==> src/rtl/coin_pkg.sv <==
// Shared types and constants for the change dispenser slice:
// FSM states, coin kinds and their cent values.
package coin_pkg;

    localparam int PAID_W = 10;

    typedef enum logic [2:0] {
        S_IDLE,
        S_SELECT,
        S_FIRE,
        S_WAIT_SENSE,
        S_GAP,
        S_FINISH,
        S_JAM
    } dispense_state_t;

    typedef enum logic [1:0] {
        COIN_Q,
        COIN_D,
        COIN_N
    } coin_t;

    localparam logic [PAID_W-1:0] VAL_Q = 10'd25;
    localparam logic [PAID_W-1:0] VAL_D = 10'd10;
    localparam logic [PAID_W-1:0] VAL_N = 10'd5;

    function automatic logic [PAID_W-1:0] coin_value(coin_t c);
        case (c)
            COIN_Q:  return VAL_Q;
            COIN_D:  return VAL_D;
            default: return VAL_N;
        endcase
    endfunction

endpackage

==> src/rtl/dispense_timer.sv <==
// Loadable down-counter with a zero flag; shared by the pulse,
// sensor-timeout and settle phases of the dispenser.
module dispense_timer #(
    parameter int W = 16
) (
    input  logic         clk,
    input  logic         reset,
    input  logic         load,
    input  logic [W-1:0] load_val,
    output logic         zero
);

    logic [W-1:0] count;

    // Reload on request, otherwise count down and park at zero
    always_ff @(posedge clk or posedge reset) begin
        if (reset)
            count <= '0;
        else if (load)
            count <= load_val;
        else if (count != '0)
            count <= count - W'(1);
    end

    assign zero = (count == '0);

endmodule

==> src/rtl/change_dispenser.sv <==
// Change dispenser: fires quarter/dime/nickel solenoids one coin at
// a time, waits for the chute sensor and tallies cents paid.
module change_dispenser
    import coin_pkg::*;
#(
    parameter int PULSE_CYCLES   = 4,
    parameter int TIMEOUT_CYCLES = 16,
    parameter int GAP_CYCLES     = 2
) (
    input  logic              clk,
    input  logic              reset,
    input  logic              start,
    input  logic              abort,
    input  logic [3:0]        q_in,
    input  logic [3:0]        d_in,
    input  logic [3:0]        n_in,
    input  logic              coin_sense,
    output logic              sol_q,
    output logic              sol_d,
    output logic              sol_n,
    output logic              busy,
    output logic              done,
    output logic              jam,
    output logic [PAID_W-1:0] paid
);

    localparam int TW = 16;

    dispense_state_t state;
    coin_t           sel;
    logic [3:0]      rem_q;
    logic [3:0]      rem_d;
    logic [3:0]      rem_n;
    logic            sensed;
    logic            in_window;
    logic            confirm;
    logic            captured;
    logic            t_load;
    logic [TW-1:0]   t_val;
    logic            t_zero;

    // Only the first sensor hit of a fire/wait window confirms a coin
    assign in_window = (state == S_FIRE) || (state == S_WAIT_SENSE);
    assign confirm   = in_window && coin_sense && !sensed && !abort;
    assign captured  = sensed || confirm;

    // Reload the phase timer on the edge that enters each timed state
    always_comb begin
        t_load = 1'b0;
        t_val  = '0;
        case (state)
            S_SELECT: begin
                t_load = 1'b1;
                t_val  = TW'(PULSE_CYCLES - 1);
            end
            S_FIRE: begin
                if (t_zero) begin
                    t_load = 1'b1;
                    t_val  = captured ? TW'(GAP_CYCLES - 1)
                                      : TW'(TIMEOUT_CYCLES - 1);
                end
            end
            S_WAIT_SENSE: begin
                if (coin_sense) begin
                    t_load = 1'b1;
                    t_val  = TW'(GAP_CYCLES - 1);
                end
            end
            default: ;
        endcase
    end

    dispense_timer #(.W(TW)) u_timer (
        .clk      (clk),
        .reset    (reset),
        .load     (t_load),
        .load_val (t_val),
        .zero     (t_zero)
    );

    // Main sequencer with registered solenoid and status outputs
    always_ff @(posedge clk or posedge reset) begin
        if (reset) begin
            state  <= S_IDLE;
            sel    <= COIN_Q;
            rem_q  <= '0;
            rem_d  <= '0;
            rem_n  <= '0;
            sensed <= 1'b0;
            paid   <= '0;
            sol_q  <= 1'b0;
            sol_d  <= 1'b0;
            sol_n  <= 1'b0;
            busy   <= 1'b0;
            done   <= 1'b0;
            jam    <= 1'b0;
        end else begin
            done <= 1'b0;
            if (confirm) begin
                sensed <= 1'b1;
                paid   <= paid + coin_value(sel);
                case (sel)
                    COIN_Q:  rem_q <= rem_q - 4'd1;
                    COIN_D:  rem_d <= rem_d - 4'd1;
                    default: rem_n <= rem_n - 4'd1;
                endcase
            end
            if (abort) begin
                state <= S_IDLE;
                sol_q <= 1'b0;
                sol_d <= 1'b0;
                sol_n <= 1'b0;
                busy  <= 1'b0;
                jam   <= 1'b0;
            end else begin
                case (state)
                    S_IDLE: begin
                        if (start) begin
                            rem_q <= q_in;
                            rem_d <= d_in;
                            rem_n <= n_in;
                            paid  <= '0;
                            busy  <= 1'b1;
                            state <= S_SELECT;
                        end
                    end
                    S_SELECT: begin
                        sensed <= 1'b0;
                        if (rem_q != '0) begin
                            sel   <= COIN_Q;
                            sol_q <= 1'b1;
                            state <= S_FIRE;
                        end else if (rem_d != '0) begin
                            sel   <= COIN_D;
                            sol_d <= 1'b1;
                            state <= S_FIRE;
                        end else if (rem_n != '0) begin
                            sel   <= COIN_N;
                            sol_n <= 1'b1;
                            state <= S_FIRE;
                        end else begin
                            done  <= 1'b1;
                            state <= S_FINISH;
                        end
                    end
                    S_FIRE: begin
                        if (t_zero) begin
                            sol_q <= 1'b0;
                            sol_d <= 1'b0;
                            sol_n <= 1'b0;
                            state <= captured ? S_GAP : S_WAIT_SENSE;
                        end
                    end
                    S_WAIT_SENSE: begin
                        if (coin_sense) begin
                            state <= S_GAP;
                        end else if (t_zero) begin
                            busy  <= 1'b0;
                            jam   <= 1'b1;
                            state <= S_JAM;
                        end
                    end
                    S_GAP: begin
                        if (t_zero)
                            state <= S_SELECT;
                    end
                    S_FINISH: begin
                        busy  <= 1'b0;
                        state <= S_IDLE;
                    end
                    S_JAM: ;
                    default: state <= S_IDLE;
                endcase
            end
        end
    end

endmodule

==> config.mk <==
export PLATFORM = sky130hd
export DESIGN_NAME = change_dispenser
export DESIGN_NICKNAME = d
export VERILOG_FILES = /design/src/rtl/coin_pkg.sv /design/src/rtl/dispense_timer.sv /design/src/rtl/change_dispenser.sv
export SDC_FILE = /design/constraint.sdc
export NUM_CORES = 1
export LEC_CHECK = 0
export CELL_PAD_IN_SITES_DETAIL_PLACEMENT = 0
export CELL_PAD_IN_SITES_GLOBAL_PLACEMENT = 1
export CORE_UTILIZATION = 52
export CTS_BUF_LIST = sky130_fd_sc_hd__clkbuf_16
export DETAILED_ROUTE_END_ITERATION = 7
export DONT_BUFFER_PORTS = 1
export GPL_ROUTABILITY_DRIVEN = 1
export PLACE_DENSITY_LB_ADDON = 0.08
export RECOVER_POWER = 25
export SLEW_MARGIN = 10
export SYNTH_ARGS = -nofsm -noshare
export SYNTH_HDL_FRONTEND = slang
export SYNTH_HIERARCHICAL = 1
export SYNTH_SLANG_ARGS = --single-unit
==> constraint.sdc <==
create_clock -name clk -period 4.94 [get_ports clk]
set_input_delay 0.494 -clock clk [delete_from_list [all_inputs] [get_ports clk]]
set_output_delay 0.494 -clock clk [all_outputs]
set_load 0.02 [all_outputs]
**Word level (Yosys, flattened, before mapping)**

Cells that the tools add are included.

- Output and inout bits: 16
- Memory bits (writable): 0
- Memories: 0
- ROM bits: 0
- Word-level logic and storage cells: 141
- Latch bits: 0
- Register bits after elaboration: 50
- Input bits: 17

- Div/mod/pow operators: 0
- Order comparisons: 0
- Multipliers: 0
- Reduce and logical (&&, ||, !) cells: 28
- Add/subtract/negate cells: 5
- Bitwise logic cells: 1
- Equal/unequal tests: 20
- Shifts and indexed selects: 0
- Mux-type cells: 73

Operators by type and width:

| cell | count |
|---|---|
| $mux W4 | 17 |
| $mux W10 | 5 |
| $mux W16 | 2 |
| $mux W3 | 10 |
| $ne A3 B3 Y1 const B | 10 |
| $mux W1 | 28 |
| $pmux W3 S6 | 1 |
| $logic_not A16 Y1 | 1 |
| $reduce_bool A16 Y1 | 1 |
| $reduce_bool A4 Y1 | 4 |
| $sub A16 B1 Y16 const B | 1 |
| $pmux W4 S3 | 1 |
| $sub A4 B1 Y4 const B | 3 |
| $add A10 B10 Y10 | 1 |
| $pmux W5 S2 | 1 |
| $reduce_and A5 Y1 | 2 |
| $eq A3 B3 Y1 const B | 3 |
| $reduce_and A3 Y1 | 3 |
| $reduce_and A4 Y1 | 2 |
| $eq A3 B2 Y1 const B | 2 |
| $mux W2 | 3 |
| $pmux W1 S2 | 3 |
| $pmux W1 S3 | 2 |
| $reduce_bool A2 Y1 | 3 |
| 12 further kinds | 18 |

**Depth between registers and ports, before layout**

- Word-level depth: 11
- Depth in mapped cells: 11
- Depth with buffers taken out: 11

**By module**

Netlist, hierarchy kept.

Modules (own cells, without submodules):

| module | cells each | times used | seq. area each (um2) | area an instance (um2) |
|---|---|---|---|---|
| change_dispenser | 250 | 1 | 850.8 | 2188.3 |
| dispense_timer | 108 | 1 | 400.4 | 1008.5 |

**Worst setup path before layout**

OpenSTA, ideal clock, no wires.

- Path type: register to register
- Start point: reg u_timer.count[0]
- End point: reg u_timer.count[10]
- Clock period less this slack: 2394 ps
- Buffers on the path: 1
- Library setup time: 125 ps
- Setup slack: 2546 ps
- Required time: 4815 ps
- Cell stages (with the launch flop): 11
- Data arrival time: 2270 ps
- Cells stage by stage: dfrtp_1 > inv_1 > ha_1 > nor4b_4 > nand3_1 > nor2_1 > nand3b_1 > a21oi_1 > buf_1 > inv_1 > mux2_2

- Word-level cells in the longest chain between the ends: 4
- Elaborated cells on any way between the ends: 8
- Those cells by class: add/sub: 1; mux: 4; reduce/logical: 3

Ends and longest elaborated chain:

| item | RTL line | RTL |
|---|---|---|
| from (decl) | dispense_timer.sv:13 | `logic [W-1:0] count;` |
| from (signal assigned) | dispense_timer.sv:20 | `count <= load_val;` |
| from (signal assigned) | dispense_timer.sv:22 | `count <= count - W'(1);` |
| $logic_not A16 Y1 * | dispense_timer.sv:25 | `assign zero = (count == '0);` |
| via t_zero | change_dispenser.sv:40 | `logic t_zero;` |
| $mux W1 * | change_dispenser.sv:57 | `if (t_zero) begin` |
| $pmux W1 S3 * | change_dispenser.sv:51 | `case (state)` |
| via t_load | change_dispenser.sv:38 | `logic t_load;` |
| $mux W16 / $reduce_bool A2 Y1 (equally long branches) | n/a |  |

Mark *: on every way through the listed nets, which the timed path passes. The rest lies on a longest branch. The select of a mux whose other input is x is not followed.
A chain may end at the register's enable or synchronous reset.

**Worst setup path in the final report**

Ends and elaborated chain as after synthesis.

==> reports/results.ini <==
[clock_network]
cts_resized=0
cts_setup_buffers=0
clock_sinks=50
cts_tree=done
cts_buffer_depth=2
worstSkewPairLatency_ns=0.29
ctsRootBufferMaster=clkbuf_16
cts_buffers=5
clk_pin_slew_worst_paths_ns=0.07
hold_buffers=0
htreeDepth=2

[logic_synthesis]
synth_top_area_cell=dfrtp_1
syn_area_um2=3197
synth_edf_count=0
ys_types=69
synth_fa_ha_area_frac=0.03992
async_reset_ff_frac=1.000
synthSimpleGateAreaFrac=0.2466
avgSynthCellArea_um2=8.930
synth_area_leaders=dfrtp_1 (39%), xnor2_1 (4.1%), nand2_1 (3.8%), nor2_1 (3.5%), a21oi_1 (3.3%)
synth_top_family_by_area=simple AND/OR/NAND/NOR gates
yosysWarnings=6
synthXorXnorAreaFrac=0.05479
yosysSeqAreaShare=0.3914
synth_cells=358
synth-compound-area-share=0.1710
synth_common_cells=dfrtp_1 (50), nand2_1 (32), nor2_1 (30), inv_1 (23), a21oi_1 (21)
synth_top_cell_area_share=0.3914
yosysMostFrequentCell=dfrtp_1
ys.flop_type=dfrtp_1
ys_ff_latch=50
synthMuxAreaShare=0.04579

[sta]
slew_headroom=-0.2505
period_minus_slack_ns=2.773
worst_slew_pin_slew_ns=1.876
setup_viol_count_final=0
post-route-period-util=0.5614
finalClockSkew_ns=0.007058
finalMaxSlewViolations=35
finalHoldViolCount=0
fmax_mhz=360.6
rsz0062_at_grt=false
setup_tns_ns=0

[detailed_routing]
first_iter_violations=150
wl_per_cell_um=15.74
drt-vias-per-instance=5.879
firstDrtPassIters=4
vias=2575
antenna_left=0
remaining_drc_errors=0
drt_wl_total_um=6896

[power]
swShare=0.4210
leakagePower_uw=0.001407
ir_drop_mv=0.2691
pwr-share-clk=0.191
comb_power_share=0.400
p_seq_frac=0.409
power.switching_uw=843.9
power.density_nw_per_um2=583.7
intPower_uw=1161

[floorplan]
chipWidth_um=80.41
die_h_um=80.41
ios=33
start_util=0.5399
rows=28
dieArea_um2=6465
core_um2=5921

[worst_setup_path]
crit_fanout=25
worst_setup_path_end_kind=flop
crit_arrival_ns=2.94
start_kind=flop
crit_required_ns=5.11
critPathKind=reg2reg

[cells_and_area]
nFillCells=527
area_delta_synth_final_pct=7.436
fin_nets=387
fin_util=0.5801
instances_no_fill=438
num_antenna_cells=0
drive_above_1_share=0.06887

[grt]
grt_pass1_wl_um=11470
grt_max_degree=35
grt_pass1_vias=2379
grtUsageTotal=0.2334
globalRoute.totalOverflow=0
antenna_found_initial=0

[hold_path]
holdCritPathClass=in2async

[placed_design]
routabilityCongestion=0.8520
dp.cells=430
portBuffers=0
dpl.hpwl_um=4934

[run]
drv_cap=1

[outcome]
failed_checks=max-capacitance violations, max-slew violations
run_status=finished, violations left

[stage by stage]
step                setup slack [ns]  total power (µW)  hold WS (ns)  instance area (µm²)
finish                         2.167              2005        0.1578                 3435
CTS                            2.168              2014        0.1882                 3438
floorplan                      2.546              1451        0.4077                 3238
global placement               2.293              1611        0.4940                 3276
global route                   1.994              2158        0.2379                 3435
detailed placement             2.205              1624        0.4983                 3276
[critical path, stage by stage (launching register included)]
cell and delay, ns:
dfrtp_1 0.40, inv_1 0.10, ha_1 0.23, nor4b_4 0.32, nand3_1 0.12, nor2_1 0.39, nand3b_1 0.16, a21oi_1 0.15
buf_4 0.28, inv_1 0.19, mux2_2 0.30
[worst paths after layout]
check	startpoint	endpoint	slack [ns]	cells past startpoint
setup / recovery	u_timer/count[0]	u_timer/count[10]	2.17	10
hold / removal	reset	u_timer/count[9]	0.16	1
setup reg to reg	u_timer/count[0]	u_timer/count[10]	2.17	10
hold reg to reg	rem_d[3]	rem_d[3]	0.60	2
max in group asynchronous	reset	sel[0]	3.10	2
min in group clk	abort	busy	0.27	1
[cells by family (layout without fill, tap and decap cells)]
logic type                 Yosys count  in the layout
xor gates and xnor gates            20             20
muxes                               14             14
AOI/OAI and AO/OA                   86             86
other                                1             12
and+or+nand+nor                    138            138
DFF                                 50             50
adders and majority gates           10             10
buffers and inverters               39             33
[final cells by class]
cell class / instances / area, µm² / area share
clock buffers: 5 / 125.1 / 0.03643
clock inverters: 3 / 37.54 / 0.01093
inverters: 23 / 86.33 / 0.02514
multi-input cells: 280 / 1829 / 0.5326
flip-flops and latches: 50 / 1251 / 0.3643
well taps: 75 / 93.84 / 0.02732
repair buffers: 2 / 11.26 / 0.003279
[sequential cells by signal, indices dropped and copies added (netlist names)]
register and cells:
state 3, done 1, busy 1, rem_n 4, rem_d 4, rem_q 4
sol_n 1, paid 10, u_timer/count 16, sensed 1, sel 2, sol_q 1
sol_d 1, jam 1
[per-layer routing]
| metal | share of wire | vias up | global-route usage |
|---|---|---|---|
| li1 | - | 1283 | - |
| met1 | 0.49 | 1238 | 0.3141 |
| met2 | 0.46 | 49 | 0.3805 |
| met3 | 0.037 | 5 | 0.04318 |
| met4 | 0.0096 | 0 | 0.06607 |
| met5 | 0 | - | 0 |
[power groups by stage]
stage	logic (µW)	registers, µW	clock network [µW]
finish	802	820	383
global route	899	854	405
floorplan	719	732	0
CTS	804	819	391
detailed placement	796	827	0
global placement	788	823	0
[cells in the final DEF, fill, tap and decap left out, drive strengths merged, types with 3 or more instances in the layout]
master and instances:
nand2b 7, nand3 8, o21ai 26, nor2 31, a31oi 4, nor3 17
mux2 5, clkbuf 6, dfrtp 50, inv 25, or4 4, and3 3
o31ai 9, nor2b 3, conb 12, a21oi 21, mux2i 9, xnor2 15
nand2 33, xor2 5, o22ai 4, nor3b 3, nor4 5, nand4 9
ha 7
No activity file was read; power rests on OpenSTA's default activity.
